==> src/rtl/shifter_pkg.sv <==
// shifter_pkg: shared definitions for the pipelined barrel shifter.
// Contents:
//   shift_mode_t      - encodings of the five real shift modes
//   MODE_PASS         - canonical encoding used for every pass-through mode
//   level_stage       - which register stage a given shift level lives in
//   stage_first_level - first shift level handled by a given stage
package shifter_pkg;

  typedef enum logic [2:0] {
    SLL = 3'b000,
    SRL = 3'b001,
    SRA = 3'b010,
    ROR = 3'b011,
    ROL = 3'b100
  } shift_mode_t;

  localparam logic [2:0] MODE_PASS = 3'b101;

  // Level i goes to stage floor(i*stages/levels).
  function automatic int level_stage(input int level, input int stages, input int levels);
    return (level * stages) / levels;
  endfunction

  // Inverse of level_stage: smallest level whose stage index is >= stage.
  // Because stages <= levels, every stage owns at least one level, so the
  // levels of stage s are stage_first_level(s) .. stage_first_level(s+1)-1.
  function automatic int stage_first_level(input int stage, input int stages, input int levels);
    return (stage * levels + stages - 1) / stages;
  endfunction

endpackage

==> src/rtl/shifter_stage.sv <==
// shifter_stage: one register stage of the pipelined barrel shifter.
// Applies shift levels LO_LEVEL..HI_LEVEL combinationally, then registers
// the partial result together with everything later stages still need.
// Ports:
//   clk, rst_n          clock and asynchronous active-low reset
//   en                  common load enable (low while the pipe is stalled)
//   in_valid/out_valid  beat-present flag
//   in_data/out_data    partial shift result
//   in_amt/out_amt      full shift amount (later stages read their own bits)
//   in_mode/out_mode    shift mode
//   in_fill/out_fill    original operand MSB, used as SRA fill at every level
//   in_carry/out_carry  carry computed at pipe entry
module shifter_stage
  import shifter_pkg::*;
#(
  parameter int WIDTH    = 16,
  parameter int LO_LEVEL = 0,
  parameter int HI_LEVEL = 0
) (
  input  logic                     clk,
  input  logic                     rst_n,
  input  logic                     en,
  input  logic                     in_valid,
  input  logic [WIDTH-1:0]         in_data,
  input  logic [$clog2(WIDTH)-1:0] in_amt,
  input  logic [2:0]               in_mode,
  input  logic                     in_fill,
  input  logic                     in_carry,
  output logic                     out_valid,
  output logic [WIDTH-1:0]         out_data,
  output logic [$clog2(WIDTH)-1:0] out_amt,
  output logic [2:0]               out_mode,
  output logic                     out_fill,
  output logic                     out_carry
);

  logic [WIDTH-1:0] shifted;

  // One level of the barrel: shift by k in the selected mode. SRA takes its
  // fill from the carried original MSB, never from the partial result.
  function automatic logic [WIDTH-1:0] shift_level(input logic [WIDTH-1:0] d,
                                                   input int k,
                                                   input logic [2:0] mode,
                                                   input logic fill);
    logic [WIDTH-1:0] fill_mask;
    logic [WIDTH-1:0] res;
    fill_mask = ~({WIDTH{1'b1}} >> k);
    case (shift_mode_t'(mode))
      SLL:     res = d << k;
      SRL:     res = d >> k;
      SRA:     res = (d >> k) | (fill ? fill_mask : '0);
      ROR:     res = (d >> k) | (d << (WIDTH - k));
      ROL:     res = (d << k) | (d >> (WIDTH - k));
      default: res = d;
    endcase
    return res;
  endfunction

  always_comb begin
    shifted = in_data;
    for (int lvl = LO_LEVEL; lvl <= HI_LEVEL; lvl++) begin
      if (in_amt[lvl]) shifted = shift_level(shifted, 1 << lvl, in_mode, in_fill);
    end
  end

  always_ff @(posedge clk or negedge rst_n) begin
    if (!rst_n) begin
      out_valid <= 1'b0;
      out_data  <= '0;
      out_amt   <= '0;
      out_mode  <= '0;
      out_fill  <= 1'b0;
      out_carry <= 1'b0;
    end else if (en) begin
      out_valid <= in_valid;
      out_data  <= shifted;
      out_amt   <= in_amt;
      out_mode  <= in_mode;
      out_fill  <= in_fill;
      out_carry <= in_carry;
    end
  end

endmodule

==> src/rtl/pipelined_shifter.sv <==
// pipelined_shifter: parametrised barrel shifter (SLL/SRL/SRA/ROR/ROL plus
// pass-through) split across STAGES register stages with valid/ready flow
// control and a global stall.
// Ports:
//   clk, rst_n               clock and asynchronous active-low reset
//   in_valid, in_ready       input handshake
//   in_data, in_amt, in_mode operand, unsigned shift amount, mode
//   out_valid, out_ready     output handshake
//   out_data                 shifted result
//   out_zero                 out_data == 0
//   out_carry                last bit shifted/rotated out (0 when amt == 0)
module pipelined_shifter
  import shifter_pkg::*;
#(
  parameter int WIDTH  = 16,
  parameter int STAGES = 2
) (
  input  logic                     clk,
  input  logic                     rst_n,
  input  logic                     in_valid,
  output logic                     in_ready,
  input  logic [WIDTH-1:0]         in_data,
  input  logic [$clog2(WIDTH)-1:0] in_amt,
  input  logic [2:0]               in_mode,
  output logic                     out_valid,
  input  logic                     out_ready,
  output logic [WIDTH-1:0]         out_data,
  output logic                     out_zero,
  output logic                     out_carry
);

  localparam int AW = $clog2(WIDTH);

  // Index s is the input of stage s; index STAGES is the output register.
  logic             valid_c [0:STAGES];
  logic [WIDTH-1:0] data_c  [0:STAGES];
  logic [AW-1:0]    amt_c   [0:STAGES];
  logic [2:0]       mode_c  [0:STAGES];
  logic             fill_c  [0:STAGES];
  logic             carry_c [0:STAGES];

  logic             advance;
  logic             carry_in;
  logic [AW-1:0]    neg_amt;
  logic [AW-1:0]    amt_m1;
  logic             unused_tail;

  // A stalled output freezes the whole pipe, bubbles included, so in_ready
  // depends only on out_valid and out_ready.
  assign advance  = !(out_valid && !out_ready);
  assign in_ready = advance;

  // Carry is taken from the original operand: SLL and ROL lose bit
  // WIDTH-amt, SRL/SRA/ROR lose bit amt-1. Modulo-WIDTH arithmetic on the
  // amount gives those indices directly once amt == 0 is excluded.
  assign neg_amt = AW'(0) - in_amt;
  assign amt_m1  = in_amt - AW'(1);

  always_comb begin
    carry_in = 1'b0;
    if (in_amt != '0) begin
      case (in_mode)
        SLL, ROL:      carry_in = in_data[neg_amt];
        SRL, SRA, ROR: carry_in = in_data[amt_m1];
        default:       carry_in = 1'b0;
      endcase
    end
  end

  assign valid_c[0] = in_valid;
  assign data_c[0]  = in_data;
  assign amt_c[0]   = in_amt;
  assign mode_c[0]  = (in_mode > 3'(ROL)) ? MODE_PASS : in_mode;
  assign fill_c[0]  = in_data[WIDTH-1];
  assign carry_c[0] = carry_in;

  for (genvar s = 0; s < STAGES; s++) begin : g_stage
    shifter_stage #(
      .WIDTH    (WIDTH),
      .LO_LEVEL (stage_first_level(s, STAGES, AW)),
      .HI_LEVEL (stage_first_level(s + 1, STAGES, AW) - 1)
    ) u_stage (
      .clk       (clk),
      .rst_n     (rst_n),
      .en        (advance),
      .in_valid  (valid_c[s]),
      .in_data   (data_c[s]),
      .in_amt    (amt_c[s]),
      .in_mode   (mode_c[s]),
      .in_fill   (fill_c[s]),
      .in_carry  (carry_c[s]),
      .out_valid (valid_c[s+1]),
      .out_data  (data_c[s+1]),
      .out_amt   (amt_c[s+1]),
      .out_mode  (mode_c[s+1]),
      .out_fill  (fill_c[s+1]),
      .out_carry (carry_c[s+1])
    );
  end

  assign out_valid = valid_c[STAGES];
  assign out_data  = data_c[STAGES];
  assign out_carry = carry_c[STAGES];
  assign out_zero  = (data_c[STAGES] == '0);

  // Side-band fields are spent by the time they reach the output register.
  assign unused_tail = ^{amt_c[STAGES], mode_c[STAGES], fill_c[STAGES]};

endmodule
==> config.mk <==
export PLATFORM = sky130hd
export DESIGN_NAME = pipelined_shifter
export DESIGN_NICKNAME = d
export VERILOG_FILES = /design/src/rtl/shifter_pkg.sv /design/src/rtl/shifter_stage.sv /design/src/rtl/pipelined_shifter.sv
export SDC_FILE = /design/constraint.sdc
export NUM_CORES = 1
export LEC_CHECK = 0
export ABC_CLOCK_PERIOD_IN_PS = 6000
export BUFFER_PORTS_ARGS = -buffer_cell sky130_fd_sc_hd__clkbuf_2
export CORE_ASPECT_RATIO = 0.7
export CORE_MARGIN = 2
export CORE_UTILIZATION = 50
export DETAILED_ROUTE_END_ITERATION = 10
export PLACE_DENSITY = 0.79
export SYNTH_ARGS = -nofsm -noshare
export SYNTH_HDL_FRONTEND = slang
export SYNTH_SLANG_ARGS = --single-unit
export TNS_END_PERCENT = 30
==> constraint.sdc <==
create_clock -name clk -period 6 [get_ports clk]
set_clock_uncertainty 0.15 [all_clocks]
set_input_delay 1.2 -clock clk [delete_from_list [all_inputs] [get_ports clk]]
set_output_delay 1.2 -clock clk [all_outputs]
set_load 0.01 [all_outputs]
==> run_results.csv <==
group,metric,value,unit
routing,wl,9.488,mm
clock_network,clock_path_buffers,2,
routing,ant_nets,0,
place,port_buffers,46,
timing,fmax,240.8,MHz
clock_network,root_buffer,"clkbuf_8",
place,place.gp.congestion,1.015,
setup_path,crit_chain,"clkbuf_2 > nor2b_2 > buf_4 > inv_1 > clkbuf_2",
global_route,grt_pass1_wl,15.59,mm
setup_path,slowest_stage,"inv_1",
pwr,irDropWorstVdd,0.0001067,V
die,core-area,6663,µm²
min_path,worstHoldStart,"g_stage[0].u_stage.out_valid",
global_route,grt_max_degree,46,
min_path,hp-class,"flop to flop",
min_path,whs_path_depth,2,
timing,setup_tns,0,ns
routing,drtIter0Drc,463,
synthesis,async_flop_share,100.0,%
synthesis,synthDistinctLibCells,56,
pwr,leakagePower,1.510,nW
synthesis,ys_ff_latch,42,
synthesis,synth_area,3405,µm²
timing,relSlewSlack,17.19,%
setup_path,r2r_start,"g_stage[0].u_stage.out_mode[1]",
clock_network,postCtsSetupBuffers,0,
routing,wl_per_cell,18.94,µm
die,die_h,73.04,µm
synthesis,yosysTopAreaCell,"dfrtp_1",
timing,min_period,4.153,ns
synthesis,synth_edf_count,0,
routing,via_count,3341,
clock_network,cts_tree,"built",
die,fp.dieW,102.6,µm
routing,first_pass_iters,6,
min_path,holdPathEnd,"g_stage[0].u_stage.out_valid",
outcome,run_status,"finished clean",
timing,hold_violations,0,
global_route,antenna_found_initial,0,
die,num_io_pins,47,
synthesis,synth_area_leaders,"dfrtp_1, mux4_2, nand2_1, nor3b_1, buf_4",
die,die_area,7496,µm²
die,start_util,51.10,%
layout,syn_to_final_growth,4.851,%
setup_path,crit_fanout,45,
clock_network,clock_latency,0.30,ns
setup_path,worst_ep_arrival_time,2.80,ns
setup_path,reg2regPathDepth,6,
clock_network,cts_sinks,42,
timing,maxSlewViolCount,0,
layout,num_antenna_cells,0,
setup_path,rrSetupSlack,3.14,ns
global_route,first_global_vias,3036,
die,rows,25,
routing,drc,0,
synthesis,dominantRegCellSynth,"dfrtp_1",
setup_path,worstSetupPathType,"primary input to output pin",
global_route,grtUsageTotal,26.72,%
synthesis,yosys.area.top_type_share,30.87,%
global_route,grt-ovfl-total,0,
timing,post-route-period-util,69.22,%
place,hpwl,6.829,mm
clock_network,cts_made_buffers,5,
synthesis,yosysWarnings,0,
setup_path,crit_required,4.65,ns
setup_path,endpoint_kind,"output pin",
setup_path,r2r_end,"g_stage[1].u_stage.out_data[8]",
timing,tightest_slew,1.238,ns
synthesis,synth_nets,431,
clock_network,ctsHoldBuffers,0,
layout,fill_cells,633,
layout,drive_above_1_share,17.69,%
clock_network,cts_max_level,2,
layout,nets,435,
clock_network,clk_pin_slew_worst_paths,0.08,ns
routing,vias_per_cell,6.669,
setup_path,cp_common_cell,"clkbuf_2",
setup_path,crit_path_start_kind,"primary input",
clock_network,cts_resized,0,
synthesis,seq_area_frac_synth,30.87,%
timing,timing.hold.ws,0.3175,ns
timing,setup_viol_count_final,0,
timing,rsz0062_at_grt,"false",
synthesis,postSynthCellCount,402,
pwr,power-per-cell-area,285.8,nW/µm²
setup_path,critPathMaxStageDelay,0.91,ns
synthesis,postSynthAreaPerCell,8.469,µm²
flow_run,maxCapViolCount,0,
[layer usage]
| layer | vias to the layer above | track usage, % | wire (µm) |
|---|---|---|---|
| li1 | 1521 | - | - |
| met1 | 1583 | 41.82 | 4223 |
| met2 | 221 | 36.09 | 4032 |
| met3 | 16 | 6.705 | 1108 |
| met4 | 0 | 7.111 | 123 |
| met5 | - | 0 | 0 |
[cell type report]
| type | count | area, µm² | area share, % |
|---|---|---|---|
| Clock buffer | 6 | 82.58 | 2.313 |
| Tap cell | 94 | 117.6 | 3.295 |
| Multi-Input combinational cell | 304 | 2046 | 57.31 |
| Inverter | 6 | 22.52 | 0.6309 |
| Sequential cell | 42 | 1051 | 29.44 |
| Clock inverter | 2 | 12.51 | 0.3505 |
| Timing Repair Buffer | 47 | 237.7 | 6.660 |
[per-stage QoR]
step / cells / util (%) / setup WS, ns / cell area [µm²] / total power (W)
finish: 501 / 53.58 / 1.847 / 3570 / 0.001020
global route: 501 / 53.58 / 1.737 / 3570 / 0.001086
CTS: 501 / 53.58 / 1.897 / 3570 / 0.001015
detailed placement: 493 / 52.15 / 1.876 / 3475 / 0.0008191
global placement: 493 / 52.15 / 1.934 / 3475 / 0.0008063
floorplan: 402 / - / 2.231 / 3405 / 0.0007370
[worst max-delay path, delay by kind of cell]
family,cells,cell delay (ns)
and+or+nand+nor,1,0.03
buffers and inverters,4,1.54
[worst max-delay path by stage]
stage | slack [ns] | cells after the start | to | from
after floorplan | 2.23 | 10 | g_stage[0].u_stage.out_carry | in_amt[0]
after global placement | 1.93 | 5 | in_ready | out_ready
after detailed placement | 1.88 | 7 | g_stage[0].u_stage.out_carry | in_amt[0]
after CTS | 1.90 | 5 | in_ready | out_ready
after global routing | 1.74 | 5 | in_ready | out_ready
final | 1.85 | 5 | in_ready | out_ready
[cells by family (layout without fill, tap and decap cells)]
logic type      Yosys count  count (layout)  share of synthesized area [%]
flops                    42              42                          30.87
fa+ha+maj                 2               2                         0.7349
compound gates          160             160                          32.78
xor+xnor                  3               3                         0.7719
buf+inv                  56              61                          9.114
simple gates            123             123                          18.05
mux                      16              16                          7.681
[where the power goes]
group | total [W] | switching [W] | internal [W] | leakage [nW]
registers | 0.000424 | 0.0000754 | 0.000349 | 0.498
logic | 0.000400 | 0.000232 | 0.000168 | 0.966
clock network | 0.000196 | 0.000103 | 0.0000926 | 0.0472
[flip-flops by register name, indices dropped and copies added (netlist names)]
register,cells
g_stage.u_stage.out_amt,2
g_stage.u_stage.out_data,32
g_stage.u_stage.out_mode,3
g_stage.u_stage.out_fill,1
g_stage.u_stage.out_carry,2
g_stage.u_stage.out_valid,2
[Yosys cell counts (all sizes together), types with 3 or more instances]
cell type  instances
inv                6
nor2b              8
a32oi              4
a31o               3
dfrtp             42
a31oi             18
o31ai              4
a21oi             26
a22oi              5
o21a               4
nor2              29
o211ai             3
a2bb2oi            5
clkbuf            19
buf               31
a22o               3
o22ai             15
o2bb2ai           12
nand2b             3
nor3b             22
mux2i              7
a221o              4
nand2             45
nor4               4
nor3               4
o21ai             22
mux4               8
a221oi             8
a21o              13
a211oi             4
[cells in the final DEF, fill, tap and decap left out, types with 12 or more instances in the layout]
| cell | n |
|---|---|
| clkbuf_2 | 46 |
| a21oi_1 | 25 |
| nand2_1 | 45 |
| o21ai_0 | 20 |
| nor3b_1 | 22 |
| o22ai_1 | 15 |
| nor2_1 | 28 |
| o2bb2ai_1 | 12 |
| a31oi_1 | 18 |
| a21o_1 | 13 |
| dfrtp_1 | 42 |
Power figures use the tool's default switching activity.
